File: src/rtl/gate_exer_pkg.sv
// rtl/gate_exer_pkg.sv - shared types and constants for gate_exerciser (GATE_EXER_SYNC_EN selects SYNC_DEPTH)
package gate_exer_pkg;

    typedef enum logic [1:0] {
        IDLE = 2'd0,
        RUN  = 2'd1,
        DONE = 2'd2
    } state_t;

    localparam int NUM_VECTORS = 4;

`ifdef GATE_EXER_SYNC_EN
    localparam int SYNC_DEPTH = 2;
`else
    localparam int SYNC_DEPTH = 0;
`endif

endpackage

File: src/rtl/sync_2ff.sv
// rtl/sync_2ff.sv - generic 1-bit two-stage synchroniser with asynchronous active-high reset
module sync_2ff (
    input  logic clk,
    input  logic rst,
    input  logic d,
    output logic q
);

    logic meta_q;
    logic sync_q;

    always_ff @(posedge clk or posedge rst) begin
        if (rst) begin
            meta_q <= 1'b0;
            sync_q <= 1'b0;
        end else begin
            meta_q <= d;
            sync_q <= meta_q;
        end
    end

    assign q = sync_q;

endmodule

File: src/rtl/gate_exerciser.sv
// rtl/gate_exerciser.sv - sweeps a 2-input gate through all vectors and checks y against GATE_FN
// GATE_EXER_SYNC_EN: route y_in through sync_2ff (window grows by two cycles).
module gate_exerciser
    import gate_exer_pkg::*;
#(
    parameter logic [3:0] GATE_FN       = 4'b1000,
    parameter int         SETTLE_CYCLES = 2
) (
    input  logic       clk,
    input  logic       rst,
    input  logic       start,
    input  logic       y_in,
    output logic       a_out,
    output logic       b_out,
    output logic       busy,
    output logic       done,
    output logic       pass,
    output logic [3:0] fail_vec
);

    localparam int             W      = SETTLE_CYCLES + SYNC_DEPTH;
    localparam int             CW     = $clog2(W + 1);
    localparam logic [CW-1:0]  RELOAD = CW'(W - 1);
    localparam logic [1:0]     LAST_K = 2'(NUM_VECTORS - 1);

    logic y_s;

`ifdef GATE_EXER_SYNC_EN
    sync_2ff u_sync (
        .clk (clk),
        .rst (rst),
        .d   (y_in),
        .q   (y_s)
    );
`else
    assign y_s = y_in;
`endif

    state_t          state_q, state_d;
    logic [1:0]      k_q, k_d;
    logic [CW-1:0]   cnt_q, cnt_d;
    logic            a_q, a_d;
    logic            b_q, b_d;
    logic            pass_q, pass_d;
    logic [3:0]      fail_q, fail_d;
    logic [3:0]      fail_upd;
    logic [1:0]      k_nxt;

    always_comb begin
        state_d  = state_q;
        k_d      = k_q;
        cnt_d    = cnt_q;
        a_d      = a_q;
        b_d      = b_q;
        pass_d   = pass_q;
        fail_d   = fail_q;
        fail_upd = fail_q;
        k_nxt    = k_q + 2'd1;

        case (state_q)
            IDLE: begin
                if (start) begin
                    state_d = RUN;
                    k_d     = 2'd0;
                    cnt_d   = RELOAD;
                    a_d     = 1'b0;
                    b_d     = 1'b0;
                    fail_d  = 4'b0000;
                    pass_d  = 1'b0;
                end
            end
            RUN: begin
                if (cnt_q == '0) begin
                    if (y_s != GATE_FN[k_q]) begin
                        fail_upd[k_q] = 1'b1;
                    end
                    fail_d = fail_upd;
                    if (k_q == LAST_K) begin
                        // pass must include the vector-3 result just folded in
                        state_d = DONE;
                        pass_d  = ~|fail_upd;
                        a_d     = 1'b0;
                        b_d     = 1'b0;
                    end else begin
                        k_d   = k_nxt;
                        cnt_d = RELOAD;
                        a_d   = k_nxt[1];
                        b_d   = k_nxt[0];
                    end
                end else begin
                    cnt_d = cnt_q - 1'b1;
                end
            end
            DONE: begin
                state_d = IDLE;
            end
            default: begin
                state_d = IDLE;
            end
        endcase
    end

    always_ff @(posedge clk or posedge rst) begin
        if (rst) begin
            state_q <= IDLE;
            k_q     <= 2'd0;
            cnt_q   <= '0;
            a_q     <= 1'b0;
            b_q     <= 1'b0;
            pass_q  <= 1'b0;
            fail_q  <= 4'b0000;
        end else begin
            state_q <= state_d;
            k_q     <= k_d;
            cnt_q   <= cnt_d;
            a_q     <= a_d;
            b_q     <= b_d;
            pass_q  <= pass_d;
            fail_q  <= fail_d;
        end
    end

    assign a_out    = a_q;
    assign b_out    = b_q;
    assign busy     = (state_q == RUN);
    assign done     = (state_q == DONE);
    assign pass     = pass_q;
    assign fail_vec = fail_q;

endmodule
File: config.mk
export PLATFORM = sky130hd
export DESIGN_NAME = gate_exerciser
export DESIGN_NICKNAME = d
export VERILOG_FILES = /design/src/rtl/gate_exer_pkg.sv /design/src/rtl/sync_2ff.sv /design/src/rtl/gate_exerciser.sv
export SDC_FILE = /design/constraint.sdc
export NUM_CORES = 1
export LEC_CHECK = 0
export CAP_MARGIN = 5
export CORE_AREA = 2 2 39 41
export CTS_CLUSTER_SIZE = 16
export DETAILED_ROUTE_END_ITERATION = 16
export DIE_AREA = 0 0 41 43
export PLACE_DENSITY = 0.75
export SYNTH_ARGS = -nofsm -noshare
export SYNTH_HDL_FRONTEND = slang
export SYNTH_SLANG_ARGS = --single-unit
File: constraint.sdc
create_clock -name clk -period 3.4 [get_ports clk]
set_input_delay 0.68 -clock clk [delete_from_list [all_inputs] [get_ports clk]]
set_output_delay 0.68 -clock clk [all_outputs]
set_load 0.05 [all_outputs]
Yosys cells after proc, flatten, opt, wreduce, memory -nomap -nowiden
Cells that the tools add are included.
Widths: inputs -> output; s select.
{"block": "op_classes", "addsub": 2, "n_bitwise": 1, "mux": 31, "eq_ne": 9, "magnitude_cmp": 2, "reduce_logical": 11}
{"operator": "$mux 4", "count": 5}
{"operator": "$mux 2", "count": 8}
{"operator": "$pmux 2 s2", "count": 3}
{"operator": "$mux 1", "count": 9}
{"operator": "$reduce_and 3->1", "count": 3}
{"operator": "$pmux 4 s2", "count": 1}
{"operator": "$reduce_and 4->1", "count": 2}
{"operator": "$pmux 1 s2", "count": 3}
{"operator": "$eq 2x2->1 const B", "count": 2}
{"operator": "$logic_not 2->1", "count": 2}
{"operator": "$ne 2x1->1 const B", "count": 2}
{"operator": "$ne 2x2->1 const B", "count": 2}
{"operator": "$or 4x4->4", "count": 1}
{"operator": "$reduce_or 4->1", "count": 1}
{"operator": "$lt 2x3->1 const B", "count": 1}
{"operator": "$ne 3x3->1 const B", "count": 1}
{"operator": "$add 2x1->2 const B", "count": 1}
{"operator": "$bmux 1 s2", "count": 1}
{"operator": "$demux 1 s2", "count": 1}
{"operator": "$eq 2x1->1 const B", "count": 1}
{"operator": "$ge 2x1->1 const B", "count": 1}
{"operator": "$reduce_bool 2->1", "count": 1}
{"operator": "$sub 2x1->2 const B", "count": 1}
{"operator": "$logic_and 1x1->1", "count": 1}
{"operator": "2 further kinds", "count": 2}
{"block": "totals", "register_bits": 13, "word_cells": 63}

Depth between registers and ports, before layout
Gate-level depths: netlist (run 1).
{"block": "logic_depth", "ltp_word": 13, "depth_mapped": 5, "depth_no_buf": 4}

Worst setup path before layout (run 1)
OpenSTA, ideal clock, no wires.
{"block": "synth_timing", "path_kind": "register -> output", "startpoint": "reg state_q[0]", "endpoint": "out busy", "arrival_ns": 1.188, "n_path_buf": 1, "setup_slack_ns": 1.532, "path_stages_with_launch": 3, "cell_sequence": "dfrtp_1 buf_4 nor2b_1"}
{"block": "synth_between", "elab_chain_len": 1}
{"element": "start: declaration", "line_no": "gate_exerciser.sv:39", "source": "state_t state_q, state_d;"}
{"element": "start signal: assignment", "line_no": "gate_exerciser.sv:113", "source": "state_q <= state_d;"}
{"element": "$eq 2x1->1", "line_no": "gate_exerciser.sv:125", "source": "assign busy = (state_q == RUN);"}
{"element": "end: declaration", "line_no": "gate_exerciser.sv:15", "source": "output logic busy,"}
No other way between the ends.

Final worst setup path (run 1)
Same ends and word-level chain as after synthesis.

==> impl_metrics.xml, run 1 <==
<?xml version="1.0" encoding="UTF-8"?>
<metrics>
  <group name="setup_path">
    <metric name="timing.critical_path.fanout_max" unit="">9</metric>
    <metric name="cp-end-kind" unit="">output port</metric>
    <metric name="worst-r2r-cell-count" unit="">3</metric>
    <metric name="r2r-end" unit="">fail_vec[1]</metric>
    <metric name="worstPathRequired" unit="ns">2.72</metric>
    <metric name="worst_ep_arrival_time" unit="ns">1.83</metric>
    <metric name="worst_r2r_startpoint" unit="">state_q[1]</metric>
    <metric name="timing.reg2reg.setup_slack" unit="ns">1.78</metric>
    <metric name="startpoint_class" unit="">flop</metric>
    <metric name="worstSetupPathType" unit="">reg2out</metric>
  </group>
  <group name="synth">
    <metric name="yosys.area.top_type_share" unit="%">50.8</metric>
    <metric name="synth.ff_latch_count" unit="">13</metric>
    <metric name="synth_enable_flop_cells" unit="">0</metric>
    <metric name="synthFlopType" unit="">sky130_fd_sc_hd__dfrtp_1</metric>
    <metric name="synthMostInstantiatedCell" unit="">sky130_fd_sc_hd__dfrtp_1</metric>
    <metric name="yosys_warnings" unit="">0</metric>
    <metric name="async_reset_ff_share" unit="%">100</metric>
    <metric name="postSynthCellCount" unit="">60</metric>
    <metric name="synthDistinctLibCells" unit="">27</metric>
    <metric name="netlist.top_cell.by_area" unit="">sky130_fd_sc_hd__dfrtp_1</metric>
    <metric name="syn_nets" unit="">69</metric>
    <metric name="synth.cells.most_frequent" unit="">13 x sky130_fd_sc_hd__dfrtp_1, 5 x sky130_fd_sc_hd__a22o_1, 5 x sky130_fd_sc_hd__ha_1, 5 x sky130_fd_sc_hd__inv_1, 5 x sky130_fd_sc_hd__nand2_1</metric>
    <metric name="synth.yosys.seq_area_share" unit="%">50.8</metric>
    <metric name="synthesis.area_per_instance" unit="um^2">10.7</metric>
    <metric name="syn_area" unit="um^2">641</metric>
    <metric name="synthTopCellsByArea" unit="">sky130_fd_sc_hd__dfrtp_1 51%, sky130_fd_sc_hd__ha_1 9.8%, sky130_fd_sc_hd__a22o_1 6.8%</metric>
  </group>
  <group name="floorplanning">
    <metric name="ioPinCount" unit="">13</metric>
    <metric name="initial_utilization" unit="%">46.3</metric>
    <metric name="die_w" unit="um">41</metric>
    <metric name="fp.dieArea" unit="um^2">1760</metric>
    <metric name="std_cell_rows" unit="">14</metric>
    <metric name="core_region_area" unit="um^2">1380</metric>
    <metric name="chipHeight" unit="um">43</metric>
  </group>
  <group name="place">
    <metric name="detailedPlacementHpwl" unit="um">911</metric>
    <metric name="routabilityCongestion" unit="">0.778</metric>
    <metric name="port_buffers" unit="">12</metric>
    <metric name="place_ws" unit="ns">1.23</metric>
  </group>
  <group name="global_route">
    <metric name="grt_overflow_total" unit="">0</metric>
    <metric name="pin_count_of_the_biggest_net_entering_global_routing" unit="">14</metric>
    <metric name="grt_pass1_vias" unit="">461</metric>
    <metric name="grtUsageTotal" unit="%">18.2</metric>
    <metric name="antenna_found_initial" unit="">0</metric>
    <metric name="grt_first_pass_wirelength" unit="um">1990</metric>
  </group>
  <group name="cells_and_area">
    <metric name="finish.utilization" unit="%">56.9</metric>
    <metric name="nNetsFinal" unit="">82</metric>
    <metric name="diodes_inserted" unit="">0</metric>
    <metric name="layout-area-overhead-vs-synth" unit="%">22.9</metric>
    <metric name="final.fill_count" unit="">127</metric>
    <metric name="post_route_cells_drive_above_1_share" unit="%">5.56</metric>
  </group>
  <group name="run">
    <metric name="max_cap_viol_count" unit="">0</metric>
  </group>
  <group name="sta">
    <metric name="timing.final.crit_share" unit="%">73.7</metric>
    <metric name="fmax" unit="GHz">0.399</metric>
    <metric name="grt_setup_unrepaired" unit="">no</metric>
    <metric name="timing.hold.ws" unit="ns">0.517</metric>
    <metric name="final.setup_skew" unit="ns">0.00139</metric>
    <metric name="final_critical_path_setup_slack" unit="ns">0.893</metric>
    <metric name="report.final.setup_viol" unit="">0</metric>
    <metric name="max_slew.worst_pin.slew" unit="ns">0.511</metric>
    <metric name="hold_viol" unit="">0</metric>
    <metric name="drv_slew" unit="">0</metric>
    <metric name="post-route-min-period" unit="ns">2.51</metric>
    <metric name="worst_slew_margin_rel" unit="%">65.5</metric>
    <metric name="setup_tns_after_final_layout" unit="ns">0</metric>
  </group>
  <group name="detailed_routing">
    <metric name="vias_per_cell" unit="">5.44</metric>
    <metric name="antenna_left" unit="">0</metric>
    <metric name="detail_route.drc_violations" unit="">0</metric>
    <metric name="wl" unit="um">1240</metric>
    <metric name="number_of_drc_violations_after_detailed_routing_iteration_0" unit="">6</metric>
    <metric name="first_pass_detailed_route_iteration_total" unit="">2</metric>
    <metric name="vias" unit="">479</metric>
    <metric name="route.detailed.wl_per_inst" unit="um">14.0</metric>
  </group>
  <group name="clock_network">
    <metric name="cts_repair_resize_count" unit="">0</metric>
    <metric name="cts-buffers-inserted" unit="">3</metric>
    <metric name="tritoncts" unit="">yes</metric>
    <metric name="clk_path_buf_depth" unit="">2</metric>
    <metric name="path_clk_slew" unit="ns">0.08</metric>
    <metric name="postCtsHoldBufs" unit="">0</metric>
    <metric name="cts-htree-levels" unit="">1</metric>
    <metric name="numClockSinks" unit="">13</metric>
    <metric name="post-cts-setup-buffer-count" unit="">0</metric>
    <metric name="cts_root_buf" unit="">sky130_fd_sc_hd__clkbuf_4</metric>
    <metric name="clock_latency" unit="ns">0.28</metric>
  </group>
  <group name="min_path">
    <metric name="hp-start" unit="">b_out</metric>
    <metric name="worstHoldPathType" unit="">reg2reg</metric>
    <metric name="worst_hold_path.num_cells" unit="">2</metric>
    <metric name="end_of_the_worst_hold_path" unit="">b_out</metric>
  </group>
  <group name="status">
    <metric name="status" unit="">complete, no violations</metric>
  </group>
</metrics>
[critical path: stages (launching register included)]
cell	delay, ns
sky130_fd_sc_hd__dfrtp_1	0.48
sky130_fd_sc_hd__nor2b_1	0.23
sky130_fd_sc_hd__clkdlybuf4s50_1	0.83
[layout by cell type, fill, tap and decap left out]
master                            count
sky130_fd_sc_hd__a22o_1               5
sky130_fd_sc_hd__nand3_1              2
sky130_fd_sc_hd__inv_1                5
sky130_fd_sc_hd__nor2_1               3
sky130_fd_sc_hd__or3_1                1
sky130_fd_sc_hd__o211ai_1             1
sky130_fd_sc_hd__clkdlybuf4s50_1     12
sky130_fd_sc_hd__mux2i_1              1
sky130_fd_sc_hd__dfrtp_1             13
sky130_fd_sc_hd__nor4_1               1
sky130_fd_sc_hd__a22oi_1              2
sky130_fd_sc_hd__xnor2_1              1
sky130_fd_sc_hd__clkbuf_1             1
sky130_fd_sc_hd__nor4b_1              1
sky130_fd_sc_hd__or4b_1               1
sky130_fd_sc_hd__nor2b_1              1
sky130_fd_sc_hd__clkbuf_4             3
sky130_fd_sc_hd__ha_1                 5
sky130_fd_sc_hd__nand4_1              1
sky130_fd_sc_hd__a31oi_1              1
sky130_fd_sc_hd__and2_1               1
sky130_fd_sc_hd__or3b_2               1
sky130_fd_sc_hd__o22ai_1              1
sky130_fd_sc_hd__o21ai_0              2
sky130_fd_sc_hd__nand2_1              5
sky130_fd_sc_hd__o21a_1               1
[state kept, by name, indices dropped and copies added, names as in the netlist]
name / cells
a_out: 1
state_q: 2
pass: 1
fail_vec: 4
k_q: 2
cnt_q: 2
b_out: 1
[area by class of cell]
| cell class | count | area [um^2] | area share [%] |
|---|---|---|---|
| Sequential cell | 13 | 325 | 41.3 |
| Multi-Input combinational cell | 38 | 277 | 35.1 |
| Timing Repair Buffer | 12 | 120 | 15.3 |
| Clock buffer | 4 | 26.3 | 3.34 |
| Tap cell | 16 | 20.0 | 2.54 |
| Inverter | 5 | 18.8 | 2.38 |
[stage by stage]
| stage | instance area (um^2) | instances |
|---|---|---|
| floorplan | 641 | 60 |
| global placement | 761 | 84 |
| detailed placement | 761 | 84 |
| CTS | 787 | 88 |
| global route | 787 | 88 |
| finish | 787 | 88 |
[worst max path at each step]
| stage | start | end | slack [ns] | depth (start not counted) |
|---|---|---|---|---|
| 2_1_floorplan | state_q[0] | busy | 1.53 | 2 |
| 3_3_place_gp | state_q[0] | busy | 1.23 | 2 |
| 3_5_place_dp | start | k_q[1] | 1.23 | 4 |
| 4_1_cts | state_q[0] | busy | 0.90 | 2 |
| 5_1_grt | state_q[0] | busy | 0.83 | 2 |
| 6_report | state_q[0] | busy | 0.89 | 2 |
[cell families (layout without fill, tap and decap cells)]
logic type      Yosys count  after routing  synth area share (%)
buf+inv                   9             21                  6.05
xor+xnor                  1              1                  1.37
flops                    13             13                  50.8
compound gates           13             13                  15.0
simple gates             18             18                  15.4
fa+ha+maj                 5              5                  9.77
mux                       1              1                  1.56
[per-layer routing]
layer  global-route usage, %  up-vias  wire [um]
met5                       0        -          0
met4                    14.0        0         27
met3                    4.71        4         42
met2                    26.6       13        600
met1                    21.6      231        565
li1                        -      231          -
Power of run 1 is left out: the tool's default activity adds up to more than one toggle a clock period on the data nets, which glitch-free logic cannot reach.
==> inputs of run 2 (changes only) <==
- CORE_AREA: 2 2 39 41 -> not set
- CORE_UTILIZATION: not set -> 43
- DIE_AREA: 0 0 41 43 -> not set
- PLACE_DENSITY: 0.75 -> 0.71
- clock period: 3.4 -> 2 ns (I/O delays scaled with it)
==> run 2 against run 1 <==
Sequential cell count did not move. Critical path depth fell by 1. First-iteration DRC count fell by 17%. Critical path type unchanged.
==> impl_metrics.xml, run 2 (same netlist as run 1, synthesis figures left out) <==
<?xml version="1.0" encoding="UTF-8"?>
<metrics>
  <group name="clock_network">
    <metric name="clk_path_buf_depth" unit="">2</metric>
    <metric name="path_clk_slew" unit="ns">0.07</metric>
    <metric name="cts-buffers-inserted" unit="">3</metric>
    <metric name="cts_repair_resize_count" unit="">0</metric>
    <metric name="cts_root_buf" unit="">sky130_fd_sc_hd__clkbuf_4</metric>
    <metric name="tritoncts" unit="">yes</metric>
    <metric name="clock_latency" unit="ns">0.26</metric>
    <metric name="numClockSinks" unit="">13</metric>
    <metric name="post-cts-setup-buffer-count" unit="">0</metric>
    <metric name="cts-htree-levels" unit="">1</metric>
    <metric name="postCtsHoldBufs" unit="">0</metric>
  </group>
  <group name="sta">
    <metric name="post-route-min-period" unit="ns">1.86</metric>
    <metric name="final.setup_skew" unit="ns">0.00129</metric>
    <metric name="worst_slew_margin_rel" unit="%">63.6</metric>
    <metric name="timing.final.crit_share" unit="%">93.0</metric>
    <metric name="drv_slew" unit="">0</metric>
    <metric name="grt_setup_unrepaired" unit="">no</metric>
    <metric name="final_critical_path_setup_slack" unit="ns">0.139</metric>
    <metric name="hold_viol" unit="">0</metric>
    <metric name="report.final.setup_viol" unit="">0</metric>
    <metric name="fmax" unit="GHz">0.537</metric>
    <metric name="max_slew.worst_pin.slew" unit="ns">0.539</metric>
    <metric name="setup_tns_after_final_layout" unit="ns">0</metric>
  </group>
  <group name="floorplanning">
    <metric name="chipHeight" unit="um">40.6</metric>
    <metric name="std_cell_rows" unit="">13</metric>
    <metric name="core_region_area" unit="um^2">1350</metric>
    <metric name="fp.dieArea" unit="um^2">1650</metric>
    <metric name="ioPinCount" unit="">13</metric>
    <metric name="die_w" unit="um">40.6</metric>
    <metric name="initial_utilization" unit="%">47.5</metric>
  </group>
  <group name="cells_and_area">
    <metric name="layout-area-overhead-vs-synth" unit="%">23.8</metric>
    <metric name="most-common-layout-cells" unit="">13 x sky130_fd_sc_hd__dfrtp_1, 10 x sky130_fd_sc_hd__clkdlybuf4s50_1</metric>
    <metric name="nNetsFinal" unit="">82</metric>
    <metric name="largest_reg_flops" unit="">4</metric>
    <metric name="post_route_cells_drive_above_1_share" unit="%">8.33</metric>
    <metric name="final_design_area_no_fill" unit="um^2">793</metric>
    <metric name="final.fill_count" unit="">122</metric>
    <metric name="diodes_inserted" unit="">0</metric>
    <metric name="layout_commonest_cell" unit="">sky130_fd_sc_hd__dfrtp_1</metric>
  </group>
  <group name="global_route">
    <metric name="antenna_found_initial" unit="">0</metric>
    <metric name="pin_count_of_the_biggest_net_entering_global_routing" unit="">14</metric>
    <metric name="grt_pass1_vias" unit="">366</metric>
    <metric name="grt_first_pass_wirelength" unit="um">1660</metric>
    <metric name="grt_overflow_total" unit="">0</metric>
    <metric name="grtUsageTotal" unit="%">16.1</metric>
  </group>
  <group name="setup_path">
    <metric name="crit_family" unit="">buffers and inverters</metric>
    <metric name="cp.buffers_inverters" unit="">1</metric>
    <metric name="worstSetupPathType" unit="">reg2out</metric>
    <metric name="crit_path_top_delay_cell" unit="">sky130_fd_sc_hd__clkdlybuf4s50_1</metric>
    <metric name="cp-end-kind" unit="">output port</metric>
    <metric name="startpoint_class" unit="">flop</metric>
    <metric name="timing.critical_path.fanout_max" unit="">3</metric>
    <metric name="critical_path.max_stage_delay" unit="ns">0.81</metric>
    <metric name="worst_ep_arrival_time" unit="ns">1.46</metric>
    <metric name="worstPathRequired" unit="ns">1.60</metric>
    <metric name="crit_chain" unit="">clkdlybuf4s50_1</metric>
  </group>
  <group name="detailed_routing">
    <metric name="detail_route.drc_violations" unit="">0</metric>
    <metric name="wl" unit="um">1080</metric>
    <metric name="vias" unit="">465</metric>
    <metric name="number_of_drc_violations_after_detailed_routing_iteration_0" unit="">5</metric>
    <metric name="route.detailed.wl_per_inst" unit="um">12.4</metric>
    <metric name="vias_per_cell" unit="">5.34</metric>
    <metric name="first_pass_detailed_route_iteration_total" unit="">4</metric>
    <metric name="antenna_left" unit="">0</metric>
  </group>
  <group name="run">
    <metric name="max_cap_viol_count" unit="">0</metric>
  </group>
  <group name="status">
    <metric name="status" unit="">complete, no violations</metric>
  </group>
  <group name="place">
    <metric name="detailedPlacementHpwl" unit="um">811</metric>
    <metric name="place_ws" unit="ns">0.118</metric>
    <metric name="routabilityCongestion" unit="">0.718</metric>
    <metric name="port_buffers" unit="">12</metric>
    <metric name="placed_area" unit="um^2">767</metric>
  </group>
  <group name="min_path">
    <metric name="worstHoldPathType" unit="">in2async</metric>
  </group>
</metrics>
[run 2: cell types whose count changed in the layout (fill, tap and decap cells not counted)]
cell                              before  now
sky130_fd_sc_hd__buf_12                0    1
sky130_fd_sc_hd__clkdlybuf4s50_1      12   10
sky130_fd_sc_hd__buf_4                 0    1
[run 2: final timing paths]
kind	start	to	slack, ns	depth (start not counted)
hold reg to reg	b_out	b_out	0.50	2
setup reg to reg	state_q[1]	k_q[0]	0.40	3
setup / recovery	fail_vec[1]	fail_vec[1]	0.14	1
min in group clk	b_out	b_out	0.50	2
max in group asynchronous	rst	cnt_q[1]	1.22	2
hold / removal	rst	state_q[0]	0.46	2
[run 2: stage by stage]
| step | instances | hold slack, ns | utilization (%) |
|---|---|---|---|
| CTS | 87 | 0.462 | 58.8 |
| floorplan | 60 | 0.277 | - |
| global placement | 83 | 0.496 | 56.8 |
| global route | 87 | 0.509 | 58.8 |
| detailed placement | 83 | 0.496 | 56.8 |
| finish | 87 | 0.457 | 58.8 |
[run 2: layout make-up]
type | instances | area (um^2) | share of cell area, %
inverter | 5 | 18.8 | 2.37
timing repair buffer | 12 | 128 | 16.1
multi-input combinational | 38 | 277 | 34.9
clock buffer | 4 | 26.3 | 3.31
sequential | 13 | 325 | 41.0
tap | 15 | 18.8 | 2.37
[run 2: worst register-to-register path: stages, from the launching register on]
cell and delay (ns):
sky130_fd_sc_hd__dfrtp_1 0.44, sky130_fd_sc_hd__or4b_1 0.65, sky130_fd_sc_hd__or3_1 0.37, sky130_fd_sc_hd__nand2_1 0.08
[run 2: metal layers]
layer  global-route usage [%]  up-vias  wire, um
met1                     22.1      211       546
met2                     22.6       13       475
met3                     8.33        2        50
met4                     2.50        0         6
met5                        0        -         0
li1                         -      239         -
Power of run 2 is left out for the same reason.
